**config.mk**
```make
export PLATFORM = sky130hd
export DESIGN_NAME = token_thin_scheduler
export DESIGN_NICKNAME = d
export VERILOG_FILES = /design/src/rtl/token_sched_pkg.sv /design/src/rtl/token_rr_arbiter.sv /design/src/rtl/token_thin_scheduler.sv
export SDC_FILE = /design/constraint.sdc
export NUM_CORES = 1
export LEC_CHECK = 0
export ABC_CLOCK_PERIOD_IN_PS = 3800
export BUFFER_PORTS_ARGS = -buffer_cell sky130_fd_sc_hd__clkbuf_2
export CORE_UTILIZATION = 45
export DETAILED_ROUTE_END_ITERATION = 8
export HOLD_SLACK_MARGIN = 0.15
export MAX_ROUTING_LAYER = met4
export PLACE_DENSITY = 0.67
export SYNTH_ARGS = -nofsm -noshare
export SYNTH_HDL_FRONTEND = slang
export SYNTH_SLANG_ARGS = --single-unit
```
**constraint.sdc**
```tcl
create_clock -name clk -period 3.8 [get_ports clk]
set_input_delay 0.19 -clock clk [delete_from_list [all_inputs] [get_ports clk]]
set_output_delay 0.19 -clock clk [all_outputs]
set_load 0.01 [all_outputs]
```
**src/rtl/token_sched_pkg.sv**
```systemverilog
// Shared constants and types for the token thinner/scheduler.
// Defaults here seed the top-level parameters.
package token_sched_pkg;

  localparam int N_CH_DEFAULT    = 4;
  localparam int DIV_RST_DEFAULT = 2;
  localparam int CH_W_DEFAULT    = $clog2(N_CH_DEFAULT);

  typedef logic [CH_W_DEFAULT-1:0] ch_sel_t;

endpackage

```
**src/rtl/token_rr_arbiter.sv**
```systemverilog
// Combinational round-robin pick: first request at or above ptr,
// wrapping around, as one-hot and index.
module token_rr_arbiter
  import token_sched_pkg::*;
#(
  parameter int N = N_CH_DEFAULT
) (
  input  logic [N-1:0]         req,
  input  logic [$clog2(N)-1:0] ptr,
  output logic [N-1:0]         gnt,
  output logic [$clog2(N)-1:0] idx,
  output logic                 any
);

  int j;

  always_comb begin
    gnt = '0;
    idx = '0;
    any = 1'b0;
    j   = 0;
    for (int i = 0; i < N; i++) begin
      j = int'(ptr) + i;
      if (j >= N) j = j - N;
      if (!any && req[j]) begin
        any    = 1'b1;
        gnt[j] = 1'b1;
        idx    = $clog2(N)'(j);
      end
    end
  end

endmodule

```
**src/rtl/token_thin_scheduler.sv**
```systemverilog
// Per-channel 1-of-DIV token thinning, saturating pending counters
// and a round-robin single-entry valid/ready output stage.
module token_thin_scheduler
  import token_sched_pkg::*;
#(
  parameter int N_CH    = N_CH_DEFAULT,
  parameter int DIV_W   = 4,
  parameter int CNT_W   = 4,
  parameter int DIV_RST = DIV_RST_DEFAULT
) (
  input  logic                    clk,
  input  logic                    rst,
  input  logic [N_CH-1:0]         tok_i,
  input  logic                    cfg_we,
  input  logic [$clog2(N_CH)-1:0] cfg_ch,
  input  logic [DIV_W-1:0]        cfg_div,
  output logic                    out_valid,
  input  logic                    out_ready,
  output logic [$clog2(N_CH)-1:0] out_ch,
  output logic [N_CH-1:0]         drop_o,
  output logic                    busy
);

  localparam int CH_W = $clog2(N_CH);
  localparam logic [CNT_W-1:0] PEND_MAX = '1;
  localparam logic [CH_W-1:0]  LAST_CH  = CH_W'(N_CH - 1);

  logic [DIV_W-1:0] div_q  [N_CH];
  logic [DIV_W-1:0] ph_q   [N_CH];
  logic [CNT_W-1:0] pend_q [N_CH];

  logic [N_CH-1:0] req;
  logic [N_CH-1:0] keep;
  logic [N_CH-1:0] dec;
  logic [N_CH-1:0] cfg_hit;
  logic [N_CH-1:0] gnt;
  logic [CH_W-1:0] gnt_idx;
  logic [CH_W-1:0] rr_ptr;
  logic            gnt_any;
  logic            load;

  assign load = !out_valid || out_ready;
  assign busy = out_valid || (|req);

  always_comb begin
    req     = '0;
    keep    = '0;
    dec     = '0;
    cfg_hit = '0;
    for (int c = 0; c < N_CH; c++) begin
      req[c]     = |pend_q[c];
      keep[c]    = tok_i[c] && (div_q[c] != '0) &&
                   (ph_q[c] == div_q[c] - DIV_W'(1));
      dec[c]     = load && gnt[c];
      cfg_hit[c] = cfg_we && (int'(cfg_ch) == c);
    end
  end

  token_rr_arbiter #(
    .N(N_CH)
  ) u_arb (
    .req(req),
    .ptr(rr_ptr),
    .gnt(gnt),
    .idx(gnt_idx),
    .any(gnt_any)
  );

  always_ff @(posedge clk) begin
    if (rst) begin
      for (int c = 0; c < N_CH; c++) begin
        div_q[c]  <= DIV_W'(DIV_RST);
        ph_q[c]   <= '0;
        pend_q[c] <= '0;
      end
      drop_o    <= '0;
      out_valid <= 1'b0;
      out_ch    <= '0;
      rr_ptr    <= '0;
    end else begin
      for (int c = 0; c < N_CH; c++) begin
        // keep uses the old div even when a config write lands this cycle
        if (cfg_hit[c]) begin
          div_q[c] <= cfg_div;
          ph_q[c]  <= '0;
        end else if (tok_i[c] && div_q[c] != '0) begin
          ph_q[c] <= keep[c] ? '0 : ph_q[c] + DIV_W'(1);
        end
        drop_o[c] <= 1'b0;
        case ({keep[c], dec[c]})
          2'b10: begin
            if (pend_q[c] == PEND_MAX) drop_o[c] <= 1'b1;
            else                       pend_q[c] <= pend_q[c] + CNT_W'(1);
          end
          2'b01:   pend_q[c] <= pend_q[c] - CNT_W'(1);
          default: ;
        endcase
      end
      if (load) begin
        out_valid <= gnt_any;
        if (gnt_any) begin
          out_ch <= gnt_idx;
          rr_ptr <= (gnt_idx == LAST_CH) ? '0 : gnt_idx + CH_W'(1);
        end
      end
    end
  end

endmodule
```
==> results of run 1 <==
state kept, by name, summed over array words and instances, names as in the netlist, named ones only:
name       flops
div_q         16
pend_q        16
ph_q          16
drop_o         4
out_ch         2
out_valid      1
rr_ptr         1
report_power, final:
group | leakage, nW | switching [W] | internal (W) | total, W
combinational | 1.05 | 0.000774 | 0.000628 | 0.00140
sequential | 0.580 | 0.000167 | 0.000856 | 0.00102
clock | 0.0749 | 0.000269 | 0.000233 | 0.000502
cell usage after synthesis, drive strengths merged (5+ instances only):
library cell	n	area share
edfxtp	48	0.37
inv	31	0.030
nor2	30	0.029
nand2	28	0.027
ha	24	0.077
nor3	21	0.028
xnor2	20	0.045
nand3	18	0.023
o21ai	16	0.023
and2	13	0.021
nand2b	12	0.019
or3	12	0.019
xor2	12	0.027
a21oi	9	0.012
dfxtp	9	0.046
o211ai	8	0.015
nand4	6	0.0096
a31oi	5	0.0080
clkbuf	5	0.0048
nor2b	5	0.0080
logic make-up (layout without fill, tap and decap cells):
group                    count (synthesis)  in the layout  synth area share
AO/OA/AOI/OAI                           66             66            0.1208
XOR/XNOR                                32             32           0.07159
adder cells (fa/ha/maj)                 27             27           0.09204
buffers and inverters                   39             78           0.03995
flip-flops                              57             57            0.4142
multiplexers                             9              9           0.03324
AND/OR/NAND/NOR                        164            164            0.2282
stage by stage:
step / hold slack [ns] / power (W) / util / setup WS, ns / cell area (um2)
finish: 0.1783 / 0.002928 / 0.5280 / 0.2502 / 4382
floorplan: 0.3678 / 0.002089 / - / 0.5296 / 3915
global placement: 0.4822 / 0.002340 / 0.5025 / 0.3728 / 4170
CTS: 0.1685 / 0.002895 / 0.5243 / 0.1539 / 4352
detailed placement: 0.4884 / 0.002383 / 0.5025 / 0.2256 / 4170
global route: 0.1782 / 0.003148 / 0.5280 / 0.02185 / 4382
worst paths after layout:
check | from | to | slack (ns) | cells after the start
setup / recovery | pend_q[0][1] | pend_q[2][3] | 0.25 | 13
hold reg to reg | out_ch[1] | out_ch[1] | 0.50 | 2
setup reg to reg | pend_q[0][1] | pend_q[2][3] | 0.25 | 13
hold / removal | cfg_div[3] | div_q[1][3] | 0.18 | 2
metal layers:
layer / GRT usage / up-vias
met5: - / -
met4: 0.06313 / 0
met1: 0.2528 / 1421
met2: 0.2827 / 58
met3: 0.04386 / 14
li1: - / 1512
timing repair:
item | CTS | global route
setup buffers | 0 | 2
setup endpoints to repair | 0 | 3
hold endpoints to repair | 1 | 0
hold buffers | 1 | 0
resized for setup | 0 | 3
worst register-to-register path: cells and delay by family (launching register included):
family,cells,cell delay [ns]
compound gates,5,0.82
xor+xnor,1,0.16
fa+ha+maj,1,0.24
buf+inv,1,0.10
flops,1,0.49
mux,1,0.46
simple gates,4,1.10
area by class of cell:
type,instances,area share
Tap cell,105,0.02998
Timing Repair Buffer,31,0.04169
Clock inverter,7,0.01085
Clock buffer,9,0.02827
Multi-Input combinational cell,298,0.4926
Inverter,31,0.02656
Sequential cell,57,0.3701
==> run summary, run 1 <==
Outcome: finished clean
Worst Skew: 0.01143 ns
Crit path largest cell delay: 0.55 ns
Layout cell share with drive strength beyond 1: 0.1570
Met1 WL: 3728 um
Clock Sinks: 57
IO Pins: 22
Die height: 95.28 um
Fin cells: 538
Total nets after synthesis: 435
CTS H-tree lvls: 3
Worst path required time: 3.95 ns
Fill cells: 740
Worst hold path class: input port to flop
Seq. cell area: 1622 um2
Crit path max fanout: 9
Worst path bufs/invs: 1
Max frequency: 281.7 MHz
Routed met2 length: 3608 um
Sequential share of the synthesized area: 0.4142
Antenna-violating nets left: 0
Die extent in x: 95.28 um
Synth async-reset ratio: 0
Largest delay share family, worst path: simple AND/OR/NAND/NOR gates
Nets: 469
Rel. slew slack: 0.5321
Drt drc: 0
Max Used Layer: met4
GPL Wtd Cong: 0.9391
Setup Crit Path Kind: flop to flop
Largest net degree at the start of global routing: 32
Row cnt: 33
Deepest clock path buffer count: 2
Worst-path cell chain: nor4_2 > mux4_2 > nor2_1 > a31oi_1 > o21ai_2 > or3_1 > inv_1 > ha_1 > a21o_1 > a21oi_1 > xnor2_1 > nand3_1 > o32ai_1
Startpoint types: flop
Die footprint: 9077 um2
Vias in the first global route: 2784
Area Overhead vs Synth: 11.92%
Pleak: 1.704 nW
Max-cap viol count: 0
Critical Path End Type: flop
#FFs+latches synth: 57
GRT overflow: 0
CTS tree: done
EDFF count, synth: 48
Met3 wire length: 287 um
Cell variety after synth: 55
Synthesized instance count: 394
Drt wl/cell: 14.39 um
First-pass GRT wire length: 12840 um
Final Hold Vio Count: 0
Avg Cell Area, Syn: 9.937 um2
HPWL Detailed: 5674 um
CTS Buf Count: 9
Initial antenna violation count: 0
Worst-path clk slew: 0.08 ns
Drt total wl: 7743 um
Placed Cells: 519
Via/cell ratio: 5.586
Slowest-stage cell, CP: nor4_2
Pin slew with the least headroom to its limit: 0.6946 ns
Prevailing post-synth register cell: edfxtp_1
Initial core utilization: 0.4717
Max-slew violations: 0
Arrival time worst endpoint: 3.70 ns
Iter 0 DRT Violations: 128
1st-pass router iterations: 4
Setup Total Neg Slack: 0 ns
Commonest non-fill, non-tap cell in the layout: edfxtp_1
Pwr dens: 668.2 nW/um2
Most frequent cells in the layout: edfxtp_1 (48), nor2_1 (30), inv_1 (29)
Synth Warn #: 0
RSZ-0062 raised after global routing: false
Clock Latency Late Sink: 0.34 ns
Vias post-DR: 3005
Root Buffer: clkbuf_8
Core Footprint: 8299 um2
GRT Total Usage: 0.1893
Diodes inserted: 0
Fin crit period: 3.550 ns
Maximum VDD drop: 0.0003235 V
Final-report setup violation count: 0
Multi-input gate area: 2158 um2
I/O Buffers: 21
Period utilisation layout: 0.9342
Synthesized area: 3915 um2
No activity file was read; power rests on OpenSTA's default activity.
==> run 2, diff against run 1 <==
--- a/config.mk
+++ b/config.mk
@@ -7,11 +7,13 @@
 export LEC_CHECK = 0
 export ABC_CLOCK_PERIOD_IN_PS = 3800
 export BUFFER_PORTS_ARGS = -buffer_cell sky130_fd_sc_hd__clkbuf_2
-export CORE_UTILIZATION = 45
+export CELL_PAD_IN_SITES_DETAIL_PLACEMENT = 0
+export CELL_PAD_IN_SITES_GLOBAL_PLACEMENT = 2
+export CORE_UTILIZATION = 40
 export DETAILED_ROUTE_END_ITERATION = 8
 export HOLD_SLACK_MARGIN = 0.15
 export MAX_ROUTING_LAYER = met4
-export PLACE_DENSITY = 0.67
+export PLACE_DENSITY = 0.85
 export SYNTH_ARGS = -nofsm -noshare
 export SYNTH_HDL_FRONTEND = slang
 export SYNTH_SLANG_ARGS = --single-unit
==> run summary, run 2 (same netlist as run 1, synthesis figures left out) <==
Outcome: finished clean (unchanged)
Setup Crit Path Kind: flop to flop (unchanged)
Worst hold path class: input port to flop (unchanged)
Deepest clock path buffer count: 2 (unchanged)
Pwr dens: 686.1 nW/um2 (was 668.2 nW/um2)
I/O Buffers: 21 (unchanged)
Pleak: 1.755 nW (was 1.704 nW)
1st-pass router iterations: 4 (unchanged)
Crit path largest cell delay: 0.54 ns (was 0.55 ns)
Final Hold Vio Count: 0 (unchanged)
Critical Path Source: pend_q[3][0] (was pend_q[0][1])
Initial core utilization: 0.4178 (was 0.4717)
Diodes inserted: 0 (unchanged)
Final-report setup violation count: 0 (unchanged)
Placed Area: 4223 um2 (was 4170 um2)
Largest regs: div_q: 16 flops, pend_q: 16 flops, ph_q: 16 flops (unchanged)
Finished Cell Area: 4486 um2 (was 4382 um2)
Largest delay share family, worst path: compound AO/OA/AOI/OAI gates (was simple AND/OR/NAND/NOR gates)
Critical Path End Type: flop (unchanged)
CTS tree: done (unchanged)
Via/cell ratio: 5.227 (was 5.586)
Antenna-violating nets left: 0 (unchanged)
Largest net degree at the start of global routing: 21 (was 32)
Pin slew with the least headroom to its limit: 0.7382 ns (was 0.6946 ns)
Layout cell share with drive strength beyond 1: 0.1628 (was 0.1570)
Fill cells: 917 (was 740)
Worst path bufs/invs: 2 (was 1)
Max-slew violations: 0 (unchanged)
Worst Skew: 0.01276 ns (was 0.01143 ns)
Row cnt: 35 (was 33)
Iter 0 DRT Violations: 119 (was 128)
Die height: 100.9 um (was 95.28 um)
Reg2Reg Launch Point: pend_q[3][0] (was pend_q[0][1])
Die extent in x: 100.9 um (was 95.28 um)
Root Buffer: clkbuf_8 (unchanged)
Worst Hold Launch: cfg_div[2] (was cfg_div[3])
Startpoint types: flop (unchanged)
Maximum VDD drop: 0.0003087 V (was 0.0003235 V)
Crit path max fanout: 5 (was 9)
RSZ-0062 raised after global routing: false (unchanged)
Worst path required time: 3.96 ns (was 3.95 ns)
Die footprint: 10190 um2 (was 9077 um2)
Vias post-DR: 2953 (was 3005)
Fin crit period: 3.559 ns (was 3.550 ns)
CTS H-tree lvls: 3 (unchanged)
Worst-path cell chain: inv_1 > ha_1 > or3b_1 > mux4_2 > nand2_1 > a31oi_1 > o21ai_1 > or3_1 > inv_1 > ha_1 > a21o_1 > a21oi_1 > xnor2_1 > nand3_1 > o32ai_1 (was nor4_2 > mux4_2 > nor2_1 > a31oi_1 > o21ai_2 > or3_1 > inv_1 > ha_1 > a21o_1 > a21oi_1 > xnor2_1 > nand3_1 > o32ai_1)
Area Overhead vs Synth: 14.57% (was 11.92%)
Arrival time worst endpoint: 3.72 ns (was 3.70 ns)
Max frequency: 280.9 MHz (was 281.7 MHz)
Core Footprint: 9371 um2 (was 8299 um2)
Clock Latency Late Sink: 0.34 ns (about the same)
First-pass GRT wire length: 13050 um (was 12840 um)
Nets: 472 (was 469)
Drt drc: 0 (unchanged)
Period utilisation layout: 0.9367 (was 0.9342)
Max-cap viol count: 0 (unchanged)
Commonest non-fill, non-tap cell in the layout: edfxtp_1 (unchanged)
Setup Total Neg Slack: 0 ns (unchanged)
Worst-path clk slew: 0.08 ns (about the same)
Vias in the first global route: 2721 (was 2784)
GRT Total Usage: 0.1718 (was 0.1893)
GPL Wtd Cong: 0.8490 (was 0.9391)
GRT overflow: 0 (unchanged)
Most frequent cells in the layout: edfxtp_1 (48), nor2_1 (30), inv_1 (29) (unchanged)
IO Pins: 22 (unchanged)
CTS Buf Count: 9 (unchanged)
Slowest-stage cell, CP: mux4_2 (was nor4_2)
Drt total wl: 7893 um (was 7743 um)
Clock Sinks: 57 (unchanged)
Drt wl/cell: 13.97 um (was 14.39 um)
Initial antenna violation count: 0 (unchanged)
HPWL Detailed: 5846 um (was 5674 um)
Rel. slew slack: 0.5073 (was 0.5321)
-- run 2: cell count changes in the layout (fill, tap and decap cells not counted) --
cell,before,now
buf_4,9,12
clkinv_4,1,2
inv_6,0,2
bufinv_16,0,2
clkinvlp_4,4,1
clkinv_1,1,0
o21ai_2,4,3
clkinv_2,1,0
o21ai_1,2,3
-- run 2: layout make-up --
cell class	count	area, um2	share of cell area
Inverter	31	116.4	0.02594
Tap cell	129	161.4	0.03598
Clock inverter	7	102.6	0.02287
Multi-Input combinational cell	298	2155	0.4803
Sequential cell	57	1622	0.3615
Timing Repair Buffer	34	205.2	0.04575
Clock buffer	9	123.9	0.02762
-- run 2: what timing repair did --
action | 4_1_cts | 5_1_grt
buffers inserted | 0 | 2
setup endpoints to repair | 0 | 3
resized for setup | 0 | 2
hold endpoints to repair | 1 | 0
hold buffers | 1 | 0
-- run 2: through the flow --
stage	utilization	hold WS (ns)	worst slack [ns]	total power, W	instances
2_1_floorplan	-	0.3678	0.5296	0.002089	394
3_3_place_gp	0.4506	0.4825	0.3128	0.002371	546
3_5_place_dp	0.4506	0.4931	0.2218	0.002392	546
4_1_cts	0.4758	0.1707	0.1828	0.003058	563
5_1_grt	0.4786	0.1861	0.01235	0.003313	565
6_report	0.4786	0.1826	0.2406	0.003077	565
-- run 2: path summary, 6_finish.rpt --
| path | slack [ns] | cells after the start | to |
|---|---|---|---|
| worst min-delay path | 0.18 | 2 | div_q[1][2] |
| worst max register to register | 0.24 | 15 | pend_q[0][3] |
| worst max-delay path | 0.24 | 15 | pend_q[0][3] |
| worst min register to register | 0.50 | 2 | out_ch[0] |
-- run 2: power breakdown --
part | internal [W] | switching (W) | leakage [nW] | total, W
sequential | 0.000856 | 0.000164 | 0.580 | 0.00102
clock | 0.000376 | 0.000272 | 0.110 | 0.000648
combinational | 0.000633 | 0.000777 | 1.06 | 0.00141
-- run 2: worst reg2reg max path: stages, from the launching register on --
cell	delay, ns
edfxtp_1	0.44
inv_1	0.10
ha_1	0.23
or3b_1	0.39
mux4_2	0.54
nand2_1	0.09
a31oi_1	0.08
o21ai_1	0.24
or3_1	0.19
inv_1	0.07
ha_1	0.26
a21o_1	0.17
a21oi_1	0.17
xnor2_1	0.17
nand3_1	0.10
o32ai_1	0.15
-- run 2: layer usage --
metal	global-route usage	vias to the layer above	routed length (um)	part of all wire
met1	0.2369	1399	4048	0.51
li1	-	1517	-	-
met3	0.03745	7	206	0.026
met5	-	-	0	0
met2	0.2513	30	3551	0.45
met4	0.05351	0	87	0.011
==> run 3, diff against run 2 <==
--- a/config.mk
+++ b/config.mk
@@ -9,11 +9,12 @@
 export BUFFER_PORTS_ARGS = -buffer_cell sky130_fd_sc_hd__clkbuf_2
 export CELL_PAD_IN_SITES_DETAIL_PLACEMENT = 0
 export CELL_PAD_IN_SITES_GLOBAL_PLACEMENT = 2
-export CORE_UTILIZATION = 40
+export CORE_UTILIZATION = 30
 export DETAILED_ROUTE_END_ITERATION = 8
 export HOLD_SLACK_MARGIN = 0.15
 export MAX_ROUTING_LAYER = met4
-export PLACE_DENSITY = 0.85
+export PLACE_DENSITY = 0.68
+export REMOVE_ABC_BUFFERS = 1
 export SYNTH_ARGS = -nofsm -noshare
 export SYNTH_HDL_FRONTEND = slang
 export SYNTH_SLANG_ARGS = --single-unit
==> run summary, run 3 (same netlist as run 1, synthesis figures left out) <==
Outcome: finished clean (unchanged)
First-pass GRT wire length: 13970 um (was 13050 um)
Drt wl/cell: 14.15 um (was 13.97 um)
Placed Cells: 589 (was 546)
GRT Total Usage: 0.1401 (was 0.1718)
Max frequency: 283.0 MHz (was 280.9 MHz)
Iter 0 DRT Violations: 143 (was 119)
Worst Skew: 0.006388 ns (was 0.01276 ns)
Worst path required time: 3.94 ns (was 3.96 ns)
Diodes inserted: 0 (unchanged)
Drt drc: 0 (unchanged)
Finished Cell Area: 4547 um2 (was 4486 um2)
Startpoint types: flop (unchanged)
Arrival time worst endpoint: 3.67 ns (was 3.72 ns)
Die extent in x: 116.2 um (was 100.9 um)
Largest net degree at the start of global routing: 32 (was 21)
Die height: 116.2 um (was 100.9 um)
Fin crit period: 3.533 ns (was 3.559 ns)
Worst path bufs/invs: 1 (was 2)
Root Buffer: clkbuf_16 (was clkbuf_8)
Maximum VDD drop: 0.0002722 V (was 0.0003087 V)
Nets: 469 (was 472)
Layout cell share with drive strength beyond 1: 0.1547 (was 0.1628)
Initial core utilization: 0.3090 (was 0.4178)
Final-report setup violation count: 0 (unchanged)
Initial antenna violation count: 0 (unchanged)
Setup bufs post-CTS: 0 (unchanged)
I/O Buffers: 21 (unchanged)
1st-pass router iterations: 5 (was 4)
HPWL Detailed: 6363 um (was 5846 um)
Vias post-DR: 2982 (was 2953)
Final core occ: 0.3588 (was 0.4786)
Setup Crit Path Kind: flop to flop (unchanged)
CTS tree: done (unchanged)
Clock Sinks: 57 (unchanged)
Slowest-stage cell, CP: nor4_4 (was mux4_2)
GPL Wtd Cong: 0.8138 (was 0.8490)
Vias in the first global route: 2800 (was 2721)
Deepest clock path buffer count: 2 (unchanged)
Placed Area: 4277 um2 (was 4223 um2)
Pint: 0.001909 W (was 0.001864 W)
Die footprint: 13510 um2 (was 10190 um2)
Core Footprint: 12670 um2 (was 9371 um2)
Clk pwr share: 0.229 (was 0.211)
Largest regs: div_q: 16 flops, pend_q: 16 flops, ph_q: 16 flops (unchanged)
Row cnt: 41 (was 35)
Sw power: 0.001231 W (was 0.001213 W)
Most frequent cells in the layout: edfxtp_1 (48), nor2_1 (30), inv_1 (29) (unchanged)
Drt total wl: 8561 um (was 7893 um)
Max-cap viol count: 0 (unchanged)
RSZ-0062 raised after global routing: false (unchanged)
Area Overhead vs Synth: 16.14% (was 14.57%)
Worst hold path class: input port to flop (unchanged)
Antenna-violating nets left: 0 (unchanged)
Clock Latency Late Sink: 0.33 ns (was 0.34 ns)
Pwr dens: 690.5 nW/um2 (was 686.1 nW/um2)
Crit path largest cell delay: 0.53 ns (was 0.54 ns)
Pleak: 1.756 nW (was 1.755 nW)
Worst-path cell chain: nor4_4 > and3_1 > o2111ai_2 > a21boi_1 > o21ai_2 > or3_1 > inv_1 > ha_1 > a21o_1 > a21oi_1 > xnor2_1 > nand3_1 > o32ai_1 (was inv_1 > ha_1 > or3b_1 > mux4_2 > nand2_1 > a31oi_1 > o21ai_1 > or3_1 > inv_1 > ha_1 > a21o_1 > a21oi_1 > xnor2_1 > nand3_1 > o32ai_1)
Worst-path clk slew: 0.05 ns (was 0.08 ns)
Setup ws final: 0.2666 ns (was 0.2406 ns)
Setup Total Neg Slack: 0 ns (unchanged)
CTS Buf Count: 9 (unchanged)
Via/cell ratio: 4.929 (was 5.227)
Sw frac: 0.3920 (was 0.3942)
Critical Path End Type: flop (unchanged)
Commonest non-fill, non-tap cell in the layout: edfxtp_1 (unchanged)
Comb pwr share: 0.445 (was 0.458)
Crit path max fanout: 8 (was 5)
Largest delay share family, worst path: simple AND/OR/NAND/NOR gates (was compound AO/OA/AOI/OAI gates)
Final Hold Vio Count: 0 (unchanged)
GRT overflow: 0 (unchanged)
Setup WS pre-CTS: 0.2306 ns (was 0.2218 ns)
Sequential Power Share: 0.327 (was 0.331)
Rel. slew slack: 0.5553 (was 0.5073)
Max-slew violations: 0 (unchanged)
CTS Hold Bufs: 0 (was 1)
Period utilisation layout: 0.9299 (was 0.9367)
Pin slew with the least headroom to its limit: 0.6601 ns (was 0.7382 ns)
CTS H-tree lvls: 3 (unchanged)
IO Pins: 22 (unchanged)
Fin cells: 605 (was 565)
## run 3: worst paths after layout
path / slack (ns) / from / cells after the start / to
max: 0.27 / pend_q[2][1] / 13 / pend_q[1][3]
min: 0.19 / cfg_div[1] / 2 / div_q[1][1]
max reg2reg: 0.27 / pend_q[2][1] / 13 / pend_q[1][3]
min reg2reg: 0.49 / out_ch[0] / 2 / out_ch[0]
## run 3: metal layers
metal | share of wire | GRT usage
met1 | 0.49 | 0.1885
met2 | 0.45 | 0.2071
met3 | 0.039 | 0.02906
met4 | 0.015 | 0.05043
met5 | 0 | -
## run 3: stage by stage
step	total power [W]	hold WS (ns)
finish	0.003140	0.1931
global route	0.003361	0.1971
CTS	0.003161	0.1852
detailed placement	0.002416	0.4908
global placement	0.002409	0.4836
floorplan	0.002061	0.2591
## run 3: worst register-to-register path, cell delays in order (launching register included)
cell       delay, ns
edfxtp_1        0.49
nor4_4          0.53
and3_1          0.25
o2111ai_2       0.23
a21boi_1        0.26
o21ai_2         0.11
or3_1           0.36
inv_1           0.09
ha_1            0.23
a21o_1          0.18
a21oi_1         0.19
xnor2_1         0.17
nand3_1         0.10
o32ai_1         0.13
## run 3: area by class of cell
type | instances | area (um2)
clock buffers | 10 | 229.0
clock inverters | 6 | 35.03
fillers | 1293 | 8124
inverters | 31 | 116.4
multi-input cells | 298 | 2150
flip-flops and latches | 57 | 1622
well taps | 172 | 215.2
repair buffers | 31 | 180.2
## run 3: what timing repair did
| action | 4_1_cts | 5_1_grt |
|---|---|---|
| endpoints found under the hold margin | 0 | 0 |
| setup endpoints to repair | 0 | 3 |
| resized for setup | 0 | 1 |
## run 3: power groups by stage
stage / Sequential [W] / Clock, W / Combinational [W]
final: 0.00103 / 0.000718 / 0.00140
after global routing: 0.00105 / 0.000763 / 0.00155
after CTS: 0.00102 / 0.000739 / 0.00140
after detailed placement: 0.00103 / 0 / 0.00138
after global placement: 0.00103 / 0 / 0.00138
after floorplan: 0.00101 / 0 / 0.00105
